==> src/rtl/timebase_pkg.sv <==
// Shared types and constants for the minute/second time base.
package timebase_pkg;

    typedef logic [3:0] bcd_t;

    localparam bcd_t SEC_MAX_TENS = 4'd5;
    localparam bcd_t MAX_ONES     = 4'd9;

    typedef struct packed {
        bcd_t min_tens;
        bcd_t min_ones;
        bcd_t sec_tens;
        bcd_t sec_ones;
    } mmss_t;

    // True when a tens/ones pair reads 59.
    function automatic logic at_59(input bcd_t tens, input bcd_t ones);
        return (tens == SEC_MAX_TENS) && (ones == MAX_ONES);
    endfunction

endpackage

==> src/rtl/min_sec_timebase_bcd_mod60.sv <==
// Two-digit BCD counter, 00..59. clr has priority over inc.
// wrap flags the increment that takes 59 back to 00.
module bcd_mod60
    import timebase_pkg::*;
(
    input  logic clk,
    input  logic rst,
    input  logic inc,
    input  logic clr,
    output bcd_t ones,
    output bcd_t tens,
    output logic wrap
);

    // Carry out on the 59 -> 00 increment.
    always_comb begin
        wrap = inc && at_59(tens, ones);
    end

    // Digit registers with BCD rollover of ones into tens.
    always_ff @(posedge clk or posedge rst) begin
        if (rst) begin
            ones <= '0;
            tens <= '0;
        end else if (clr) begin
            ones <= '0;
            tens <= '0;
        end else if (inc) begin
            if (ones == MAX_ONES) begin
                ones <= '0;
                tens <= (tens == SEC_MAX_TENS) ? '0 : tens + 4'd1;
            end else begin
                ones <= ones + 4'd1;
            end
        end
    end

endmodule

==> src/rtl/min_sec_timebase.sv <==
// Minute/second time base: prescaler to a one-second tick, BCD seconds
// and minutes, and a one-cycle hour-advance pulse at 59:59 -> 00:00.
// Build option TIME_SET_EN adds the min_adv/hr_adv manual set inputs.
module min_sec_timebase
    import timebase_pkg::*;
#(
    parameter int unsigned CLK_DIV = 100_000_000
) (
    input  logic       clk,
    input  logic       rst,
    input  logic       run,
`ifdef TIME_SET_EN
    input  logic       min_adv,
    input  logic       hr_adv,
`endif
    output logic       tick,
    output logic [3:0] sec_ones,
    output logic [3:0] sec_tens,
    output logic [3:0] min_ones,
    output logic [3:0] min_tens,
    output logic       hr_enb
);

    localparam int unsigned      PS_W   = $clog2(CLK_DIV);
    localparam logic [PS_W-1:0] PS_MAX = PS_W'(CLK_DIV - 1);

    logic [PS_W-1:0] ps;
    logic            min_set;
    logic            hr_set;
    logic            sec_wrap;
    logic            min_wrap;
    logic            min_inc;
    mmss_t           t;

`ifdef TIME_SET_EN
    // [1:0] synchronize, [2] holds the previous synchronized level.
    logic [2:0] min_sync;
    logic [2:0] hr_sync;

    // Synchronizer and edge-history flops for the set buttons.
    always_ff @(posedge clk or posedge rst) begin
        if (rst) begin
            min_sync <= '0;
            hr_sync  <= '0;
        end else begin
            min_sync <= {min_sync[1:0], min_adv};
            hr_sync  <= {hr_sync[1:0], hr_adv};
        end
    end

    assign min_set = min_sync[1] & ~min_sync[2];
    assign hr_set  = hr_sync[1]  & ~hr_sync[2];
`else
    assign min_set = 1'b0;
    assign hr_set  = 1'b0;
`endif

    // A minute-set edge swallows any tick landing in the same cycle.
    always_comb begin
        tick    = run && (ps == PS_MAX) && !min_set;
        min_inc = sec_wrap | min_set;
        // Rollover wrap only; a set-driven 59 -> 00 must not advance hours.
        hr_enb  = (min_wrap && !min_set) || hr_set;
    end

    // Prescaler: free-runs while run is high, cleared by a minute set.
    always_ff @(posedge clk or posedge rst) begin
        if (rst) begin
            ps <= '0;
        end else if (min_set) begin
            ps <= '0;
        end else if (run) begin
            ps <= (ps == PS_MAX) ? '0 : ps + PS_W'(1);
        end
    end

    bcd_mod60 u_sec (
        .clk  (clk),
        .rst  (rst),
        .inc  (tick),
        .clr  (min_set),
        .ones (t.sec_ones),
        .tens (t.sec_tens),
        .wrap (sec_wrap)
    );

    bcd_mod60 u_min (
        .clk  (clk),
        .rst  (rst),
        .inc  (min_inc),
        .clr  (1'b0),
        .ones (t.min_ones),
        .tens (t.min_tens),
        .wrap (min_wrap)
    );

    assign sec_ones = t.sec_ones;
    assign sec_tens = t.sec_tens;
    assign min_ones = t.min_ones;
    assign min_tens = t.min_tens;

endmodule

==> config.mk <==
export PLATFORM = sky130hd
export DESIGN_NAME = min_sec_timebase
export DESIGN_NICKNAME = d
export VERILOG_FILES = /design/src/rtl/timebase_pkg.sv /design/src/rtl/min_sec_timebase_bcd_mod60.sv /design/src/rtl/min_sec_timebase.sv
export SDC_FILE = /design/constraint.sdc
export NUM_CORES = 1
export LEC_CHECK = 0
export CORE_MARGIN = 2
export CORE_UTILIZATION = 40
export CTS_BUF_LIST = sky130_fd_sc_hd__clkbuf_4
export CTS_CLUSTER_DIAMETER = 200
export DETAILED_ROUTE_END_ITERATION = 8
export MAX_ROUTING_LAYER = met4
export PLACE_DENSITY = 0.66
export SLEW_MARGIN = 10
export SYNTH_ARGS = -nofsm -noshare
export SYNTH_HDL_FRONTEND = slang
export SYNTH_SLANG_ARGS = --single-unit
==> constraint.sdc <==
create_clock -name clk -period 2.6 [get_ports clk]
set_clock_uncertainty 0.15 [all_clocks]
set_input_delay 0.52 -clock clk [delete_from_list [all_inputs] [get_ports clk]]
set_output_delay 0.52 -clock clk [all_outputs]
set_load 0.01 [all_outputs]
# == Yosys cells after proc, flatten, opt, wreduce, memory -nomap -nowiden ==
# Index checks and enable logic that the tools add are counted.
# W data, S select, Z words.
# word_totals
register_bits,43
input_bits,3
out_inout_bits,18
wordCells,27
# op_classes
addsub,5
eq_ne,5
muxes,5
reduce_logical,7
# op_table
op,n
$add A27 B1 Y27 const B,1
$eq A27 B27 Y1 const B,1
$mux W27,1
$add A4 B1 Y4 const B,4
$mux W4,4
$eq A4 B3 Y1 const B,2
$eq A4 B4 Y1 const B,2
$logic_and A1 B1 Y1,5
$reduce_and A2 Y1,2

# == Depth between registers and ports, before layout ==
# Gate-level depths: netlist of the first run.
# depth
ltp_word,4
depth_mapped,7
mapped_depth_nobuf,6

# == By module ==
# Synthesis of the first run repeated with hierarchy kept, for this count alone.
# unflattened
hier_cells,249
hier_area_um2,2404.8
# modules_own_cells
module,n_inst,cells_per_inst,area_per_inst_um2,seq_area_each_um2
min_sec_timebase,1,147,1423.9,675.6
bcd_mod60,2,51,490.5,200.2

# == Worst setup path before layout of the first run ==
# Ideal clock, no wire load.
# synth_path
kind,reg2out
start,reg u_sec.tens[1]
end,out hr_enb
arrival_time_ns,1.592
required_ns,1.930
setup_slack_ns,0.338
stages_incl_launch_ff,6
n_path_buf,0
path_cell_list,dfrtp_1 > and4bb_1 > and3_4 > and3_4 > nand2_1 > nor4_1
# synth_via
elab_chain_cells,4
# synth_rtl
item,line,text
start: declaration,min_sec_timebase_bcd_mod60.sv:11,"output bcd_t tens,"
start signal: assignment,min_sec_timebase_bcd_mod60.sv:31,tens <= (tens == SEC_MAX_TENS) ? '0 : tens + 4'd1;
$eq A4 B3 Y1,timebase_pkg.sv:18,return (tens == SEC_MAX_TENS) && (ones == MAX_ONES);
$logic_and A1 B1 Y1,timebase_pkg.sv:18,
$logic_and A1 B1 Y1 (2 in series),min_sec_timebase_bcd_mod60.sv:17,"wrap = inc && at_59(tens, ones);"
end: declaration,min_sec_timebase.sv:21,output logic hr_enb
# No other way between the ends.

# == Worst setup path after layout of the first run ==
# Same ends and word-level chain as after synthesis.

==> results of run 1 <==
layout make-up:
type,count,area [sq um],share of cell area (%)
clock buffer,5,37.54,1.319
clock inverter,3,15.01,0.5277
inverter,9,33.78,1.187
multi-input combinational,155,1136,39.93
sequential,43,1076,37.82
tap,72,90.09,3.166
timing repair buffer,55,456.7,16.05
kinds of logic after synthesis:
kind of cell / Yosys count
and+or+nand+nor: 97
DFF: 43
xor gates and xnor gates: 28
AOI/OAI and AO/OA: 24
buffers and inverters: 16
muxes: 5
adders and majority gates: 1
power breakdown:
group / switching, uW / internal, uW / leakage [uW]
registers: 31.2 / 704 / 0.000586
clock network: 216 / 99.3 / 0.0000263
logic: 62.0 / 75.4 / 0.000724
worst paths after layout:
kind                                    start             to  slack [ps]  cells after the start
min in group asynchronous                 rst  u_min.tens[3]         440                      3
worst min-delay path                   ps[25]         ps[25]         350                      1
worst max-delay path            u_sec.tens[1]         hr_enb          90                      6
worst max register to register          ps[1]  u_sec.tens[1]         440                      8
max in group asynchronous                 rst          ps[4]        1470                      3
worst min register to register         ps[25]         ps[25]         350                      1
metal layers:
metal / up-vias / global-route usage [%] / routed length, um
met3: 6 / 3.394 / 101
met5: - / - / 0
met1: 834 / 23.01 / 2351
met2: 14 / 24.79 / 2138
li1: 864 / - / -
met4: 0 / 5.172 / 61
flip-flops by register name, indices dropped and copies added, names as in the netlist:
register / count
ps: 27
u_min.ones: 4
u_min.tens: 4
u_sec.ones: 4
u_sec.tens: 4
worst max-delay path, stage by stage (launching register included):
cell and delay (ps):
dfrtp_1 400, and4bb_1 310, and3_4 190, and3_4 190, nand2_2 60, nor4_2 150
buf_2 180
synth_stat cells, types with 4 or more instances:
| cell | instances | area [sq um] |
|---|---|---|
| and4_1 | 6 | 52.55 |
| a21oi_1 | 7 | 35.03 |
| nor3_1 | 5 | 25.02 |
| and3_1 | 6 | 37.54 |
| inv_1 | 9 | 33.78 |
| dfrtp_1 | 43 | 1076 |
| nor2_1 | 12 | 45.04 |
| xnor2_1 | 18 | 157.7 |
| nand2_1 | 17 | 63.81 |
| or3_1 | 4 | 25.02 |
| o21ai_0 | 6 | 30.03 |
| xor2_1 | 10 | 87.58 |
| nor2b_1 | 4 | 25.02 |
| buf_2 | 4 | 20.02 |
| nand3_1 | 13 | 65.06 |
per-stage QoR:
step,hold WS (ps),setup slack [ps]
2_1_floorplan,298.5,338.1
3_3_place_gp,320.8,-185.4
3_5_place_dp,332.6,-210.4
4_1_cts,352.4,78.69
5_1_grt,374.7,-48.68
6_report,346.7,93.75
what timing repair did:
action | in CTS | in global routing
gates resized for setup | 7 | 2
endpoints found under the setup margin | 2 | 2
gates cloned | 0 | 0
pin swaps | 0 | 1
hold buffers | 0 | 0
setup buffers | 0 | 2
==> results.toml, run 1 <==
[outcome]
status = "finished, final reports clean"

[global_routing]
grt_pass1_vias = 1697
overflow = 0
track_usage_pct = 16.67
grt_pass1_wl_mm = 8.052
grt_max_degree = 44
antenna_found_initial = 0

[power_and_ir_drop]
cellPowerDensity_nw_per_um2 = 417.7
vdd_drop_max_mv = 0.1958
p_leak_uw = 0.001337
total_power_uw = 1188

[sta]
setup_viol = 0
rsz0062_at_grt = "true"
max_freq_mhz = 399.0
hold_violations = 0
max_slew_margin_pct = 63.11
finalCritPeriodShare_pct = 96.39
period_needed_ps = 2506
fin_setup_tns_ps = 0
tightestPinTransition_ps = 553.3
maxSlewViolCount = 0

[floorplanning]
core_area_sq_um = 5507
initial_core_util_pct = 41.49
ios = 21
die_x_um = 79.58
die_h_um = 79.58
die_area_sq_um = 6332
rows = 27

[drt]
drt-wirelength-per-cell_um = 13.61
drc = 0
via_per_inst = 5.023
drt_iter0_markers = 89
num_vias = 1718
drt-total-wl_mm = 4.654
drt_first_pass_iters = 5
antenna_left = 0

[synthesis]
syn-cell-area_sq_um = 2285
synth_compound_area_share_pct = 6.791
synth_cell_types = 49
synth-simple-area-share_pct = 28.59
synth_nets = 218
synth.yosys.seq_area_share_pct = 47.10
synthCells = 214
ys.flop_type = "dfrtp_1"
synthAdderAreaFrac_pct = 0.5476
synth-seq-cells = 43
synth_warnings = 0
synth_mux_area_share_pct = 2.574
synth_top_family_by_area = "simple AND/OR/NAND/NOR gates"
synth_xor_area_share_pct = 10.73
synth_edf_count = 0
synth_area_per_cell_sq_um = 10.68
ys_async_sr_fraction_pct = 100.0

[place]
gp_congestion = 0.7469
port_buffers = 20
hpwl_mm = 3.345
place_area_sq_um = 2773
placed_cells = 332

[final_layout]
synthToLayoutAreaGrowth_pct = 24.53
nets = 273
final_cell_area_sq_um = 2845
mostFrequentLayoutCells = "43 x dfrtp_1, 35 x buf_4, 18 x xnor2_1, 18 x clkdlybuf4s50_1, 16 x nand2_1"
finalNonFillerCells = 342
n_antenna_cell = 0
fin_util_pct = 51.67
drive_gt1_share_pct = 24.07
fillCellCount = 511
layout_commonest_cell = "dfrtp_1"

[setup_path]
cp-start-kind = "flip-flop"
crit_path_end_kind = "output pin"
critPathKind = "flip-flop to output pin"
worstPathArrival_ps = 1840
worstPathMaxFanout = 2
required_ps = 1930

[cts]
cts.sinks = 43
clk_pin_slew_ps = 130
cts_tree = "built"
cts_root_buf = "clkbuf_4"
cts-htree-levels = 2
cts_made_buffers = 5
clkLatencyLatePin_ps = 360
clockBufferDepth = 2

[flow_run]
maxCapViolCount = 0

[min_path]
hp-class = "flip-flop to flip-flop"
(Power assumes the default switching activity.)
==> run 2, diff against run 1 <==
- CORE_UTILIZATION: 40 -> 25
- PLACE_DENSITY: 0.66 -> unset
- PLACE_DENSITY_LB_ADDON: unset -> 0.15
==> results.toml, run 2 (synthesis gave the netlist of run 1 again) <==
[outcome]
status = "finished, final reports clean"

[final_layout]
drive_gt1_share_pct = 26.98
nets = 281
mostFrequentLayoutCells = "43 x buf_4, 43 x dfrtp_1, 18 x xnor2_1, 18 x clkdlybuf4s50_1, 16 x nand2_1"
synthToLayoutAreaGrowth_pct = 29.68
n_antenna_cell = 0
top_register = "ps"
largest_reg_flops = 27

[place]
gp_congestion = 0.7547
hpwl_mm = 3.585
dpl_worst_slack_ps = -198.3
port_buffers = 20

[sta]
maxSlewViolCount = 0
finalCritPeriodShare_pct = 94.62
hold_violations = 0
max_slew_margin_pct = 62.65
setup_ws_ps = 140.0
period_needed_ps = 2460
tightestPinTransition_ps = 560.3
setup_viol = 0
max_freq_mhz = 406.5
hold-worst-slack_ps = 346.8
rsz0062_at_grt = "true"

[power_and_ir_drop]
p_leak_uw = 0.001399
cellPowerDensity_nw_per_um2 = 409.4
vdd_drop_max_mv = 0.1586

[drt]
drc = 0
top_layer_used = "met4"
drt_first_pass_iters = 4
drt-wirelength-per-cell_um = 12.98
antenna_left = 0
via_per_inst = 4.513
met1_length_mm = 2.614
num_vias = 1742
drt_iter0_markers = 46
dr_wl_met3_um = 84
drt-total-wl_mm = 5.012
wl_met2_mm = 2.227

[setup_path]
cpMaxStageDelayCell = "dfrtp_1"
cp-start-kind = "flip-flop"
critical_path.most_common_cell = "and3_4"
worstPathMaxFanout = 2
worst-path-buf-inv = 1
critPathMaxStageDelay_ps = 400
crit_chain = "and4bb_1, and3_4, and3_4, nand2_2, nor4_2, buf_2"
worstPathArrival_ps = 1790
cpLargestDelayFamily = "simple AND/OR/NAND/NOR gates"
critPathKind = "flip-flop to output pin"
required_ps = 1930
crit_path_end_kind = "output pin"

[floorplanning]
initial_core_util_pct = 25.94
rows = 34
core_area_sq_um = 8806
die_h_um = 99.60
ios = 21
die_area_sq_um = 9919
die_x_um = 99.60

[cts]
cts_made_buffers = 5
cts.sinks = 43
cts-htree-levels = 2
cts_root_buf = "clkbuf_4"
cts_tree = "built"
clkLatencyLatePin_ps = 350
clk_pin_slew_ps = 130
clockBufferDepth = 2
postCtsHoldBufs = 0

[global_routing]
track_usage_pct = 11.31
grt_pass1_wl_mm = 8.638
overflow = 0
grt_max_degree = 44
antenna_found_initial = 0
grt_pass1_vias = 1765

[flow_run]
maxCapViolCount = 0

[min_path]
hp-class = "flip-flop to flip-flop"
run 2: layer usage:
metal / up-vias / GRT usage, %
li1: 878 / -
met1: 844 / 15.57
met2: 15 / 16.42
met3: 5 / 2.530
met4: 0 / 3.793
met5: - / -
run 2: worst register-to-register path, delay by kind of cell (launching register included):
kind                       cells  cell delay, ps
muxes                          1             280
adders and majority gates      1             180
and+or+nand+nor                4             610
DFF                            1             380
buffers and inverters          2             480
run 2: area by class of cell:
class	count	area (sq um)
well taps	108	135.1
flip-flops and latches	43	1076
clock buffers	5	37.54
inverters	9	33.78
repair buffers	63	518.0
multi-input cells	155	1147
clock inverters	3	15.01
fillers	921	5843
run 2: where the power goes:
part | internal (uW) | switching (uW)
clock network | 101 | 222
registers | 704 | 17.1
logic | 90.4 | 78.5
total | 895 | 318
run 2: what timing repair did:
item                       CTS  global route
resized for setup            6             5
hold endpoints to repair     0             0
pin swaps                    0             1
setup endpoints to repair    2             2
buffers inserted             0             0
run 2: final timing paths:
check	from	endpoint	slack [ps]	depth (start not counted)
max in group asynchronous	rst	ps[17]	1480	3
setup / recovery	u_sec.tens[1]	hr_enb	140	6
hold reg to reg	ps[6]	ps[6]	350	1
min in group asynchronous	rst	ps[3]	440	3
setup reg to reg	ps[0]	u_min.ones[1]	420	8
hold / removal	ps[6]	ps[6]	350	1
run 2: stage by stage:
step / total power (uW) / std cells / area [sq um] / util (%) / setup TNS, ps
after global routing: 1293 / 386 / 2963 / 33.65 / -20.64
after CTS: 1238 / 386 / 2939 / 33.38 / 0
after global placement: 903.8 / 378 / 2893 / 32.85 / -264.1
final: 1213 / 386 / 2963 / 33.65 / 0
after floorplan: 816.1 / 214 / 2285 / - / 0
after detailed placement: 904.3 / 378 / 2893 / 32.85 / -241.3
==> run 3, diff against run 2 <==
- CORE_ASPECT_RATIO: unset -> 0.9
- CTS_CLUSTER_SIZE: unset -> 24
==> results.toml, run 3 (synthesis gave the netlist of run 1 again) <==
[place]
hpwl_mm = 3.541
gp_congestion = 0.7243
place_area_sq_um = 2900
dpl_worst_slack_ps = -292.2
placed_cells = 389
port_buffers = 20

[floorplanning]
ios = 21
die_h_um = 94.69
die_x_um = 104.8
die_area_sq_um = 9920
initial_core_util_pct = 25.38
core_area_sq_um = 9001
rows = 33

[power_and_ir_drop]
total_power_uw = 1428
p_leak_uw = 0.001403
vdd_drop_max_mv = 0.2617
cellPowerDensity_nw_per_um2 = 471.1

[final_layout]
n_antenna_cell = 0
top_register = "ps"
mostFrequentLayoutCells = "43 x dfrtp_1, 40 x buf_4, 18 x xnor2_1, 18 x clkdlybuf4s50_1, 16 x nand2_1"
largest_reg_flops = 27
layout_commonest_cell = "dfrtp_1"
final_cell_area_sq_um = 3032
drive_gt1_share_pct = 27.17
fillCellCount = 957
nets = 279
finalNonFillerCells = 398
synthToLayoutAreaGrowth_pct = 32.69

[cts]
cts_root_buf = "clkbuf_4"
cts_made_buffers = 5
clkLatencyLatePin_ps = 360
postCtsHoldBufs = 0
cts_tree = "built"
clockBufferDepth = 2
cts.sinks = 43
clk_pin_slew_ps = 140
cts-htree-levels = 2

[sta]
hold_violations = 0
max_freq_mhz = 397.4
tightestPinTransition_ps = 382.0
fin_setup_tns_ps = 0
period_needed_ps = 2516
rsz0062_at_grt = "true"
setup_viol = 0
setup_ws_ps = 83.88
finalCritPeriodShare_pct = 96.77
max_slew_margin_pct = 74.52
maxSlewViolCount = 0

[setup_path]
cpMaxStageDelayCell = "dfrtp_1"
cpLargestDelayFamily = "simple AND/OR/NAND/NOR gates"
worst-path-buf-inv = 2
critPathMaxStageDelay_ps = 390
required_ps = 1930
worstPathMaxFanout = 3
crit_chain = "ha_2, and4b_1, nand4_2, nor2_4, buf_4, dlygate4sd2_1"
critPathKind = "flip-flop to output pin"
crit_path_end_kind = "output pin"
worstPathArrival_ps = 1850
cp-start-kind = "flip-flop"

[global_routing]
antenna_found_initial = 0
track_usage_pct = 11.24
grt_max_degree = 44
overflow = 0
grt_pass1_vias = 1773
grt_pass1_wl_mm = 8.659

[drt]
drt_first_pass_iters = 5
drt_iter0_markers = 56
drt-wirelength-per-cell_um = 12.50
antenna_left = 0
via_per_inst = 4.322
num_vias = 1720
drc = 0
drt-total-wl_mm = 4.975

[min_path]
hp-class = "primary input to asynchronous set/reset pin"

[flow_run]
maxCapViolCount = 0

[outcome]
status = "finished, final reports clean"
[run 3: where the power goes]
| group | switching [uW] | leakage [uW] | total [uW] | internal (uW) |
|---|---|---|---|---|
| Clock | 238 | 0.0000514 | 537 | 299 |
| Sequential | 19.5 | 0.000586 | 724 | 704 |
| Combinational | 74.9 | 0.000765 | 168 | 92.9 |
| Total | 332 | 0.00140 | 1430 | 1100 |
[run 3: timing repair]
| action | 4_1_cts | 5_1_grt |
|---|---|---|
| pin swaps | 1 | 1 |
| endpoints found under the setup margin | 2 | 2 |
| buffers inserted | 0 | 1 |
| hold endpoints to repair | 0 | 0 |
| gates resized for setup | 7 | 3 |
[run 3: worst register-to-register path: stages (launching register included)]
cell and delay [ps]:
dfrtp_1 390, ha_2 210, and4b_1 210, nand4_2 120, nor2_4 140, buf_4 140
buf_4 350, nand2_1 110, mux2_2 280
[run 3: routing by layer]
layer  vias up  global-route usage (%)  share of wire, %
met5         -                       -                 0
met4         0                   3.333               1.5
met3         7                   1.863               1.2
met2        12                   16.99                43
met1       820                   15.50                55
li1        881                       -                 -
[run 3: area by class of cell]
cell class / count / area, sq um / area share (%)
well taps: 122 / 152.6 / 5.035
clock buffers: 5 / 37.54 / 1.238
inverters: 9 / 33.78 / 1.114
multi-input cells: 155 / 1150 / 37.93
repair buffers: 61 / 514.2 / 16.96
flip-flops and latches: 43 / 1076 / 35.49
clock inverters: 3 / 67.56 / 2.229
[run 3: worst paths after layout]
path	from	endpoint	slack, ps	depth (start not counted)
worst max-delay path	ps[0]	tick	80	6
worst min-delay path	rst	u_min.tens[3]	340	3
worst max register to register	ps[0]	u_min.ones[1]	390	8
worst min register to register	ps[6]	ps[6]	340	1
max in group asynchronous	rst	ps[19]	1740	3
min in group clk	ps[6]	ps[6]	340	1
[run 3: stage by stage]
step | utilization [%] | hold WS (ps)
6_report | 33.68 | 338.3
5_1_grt | 33.68 | 331.1
4_1_cts | 33.42 | 334.3
3_5_place_dp | 32.22 | 329.3
3_3_place_gp | 32.22 | 325.9
2_1_floorplan | - | 298.5
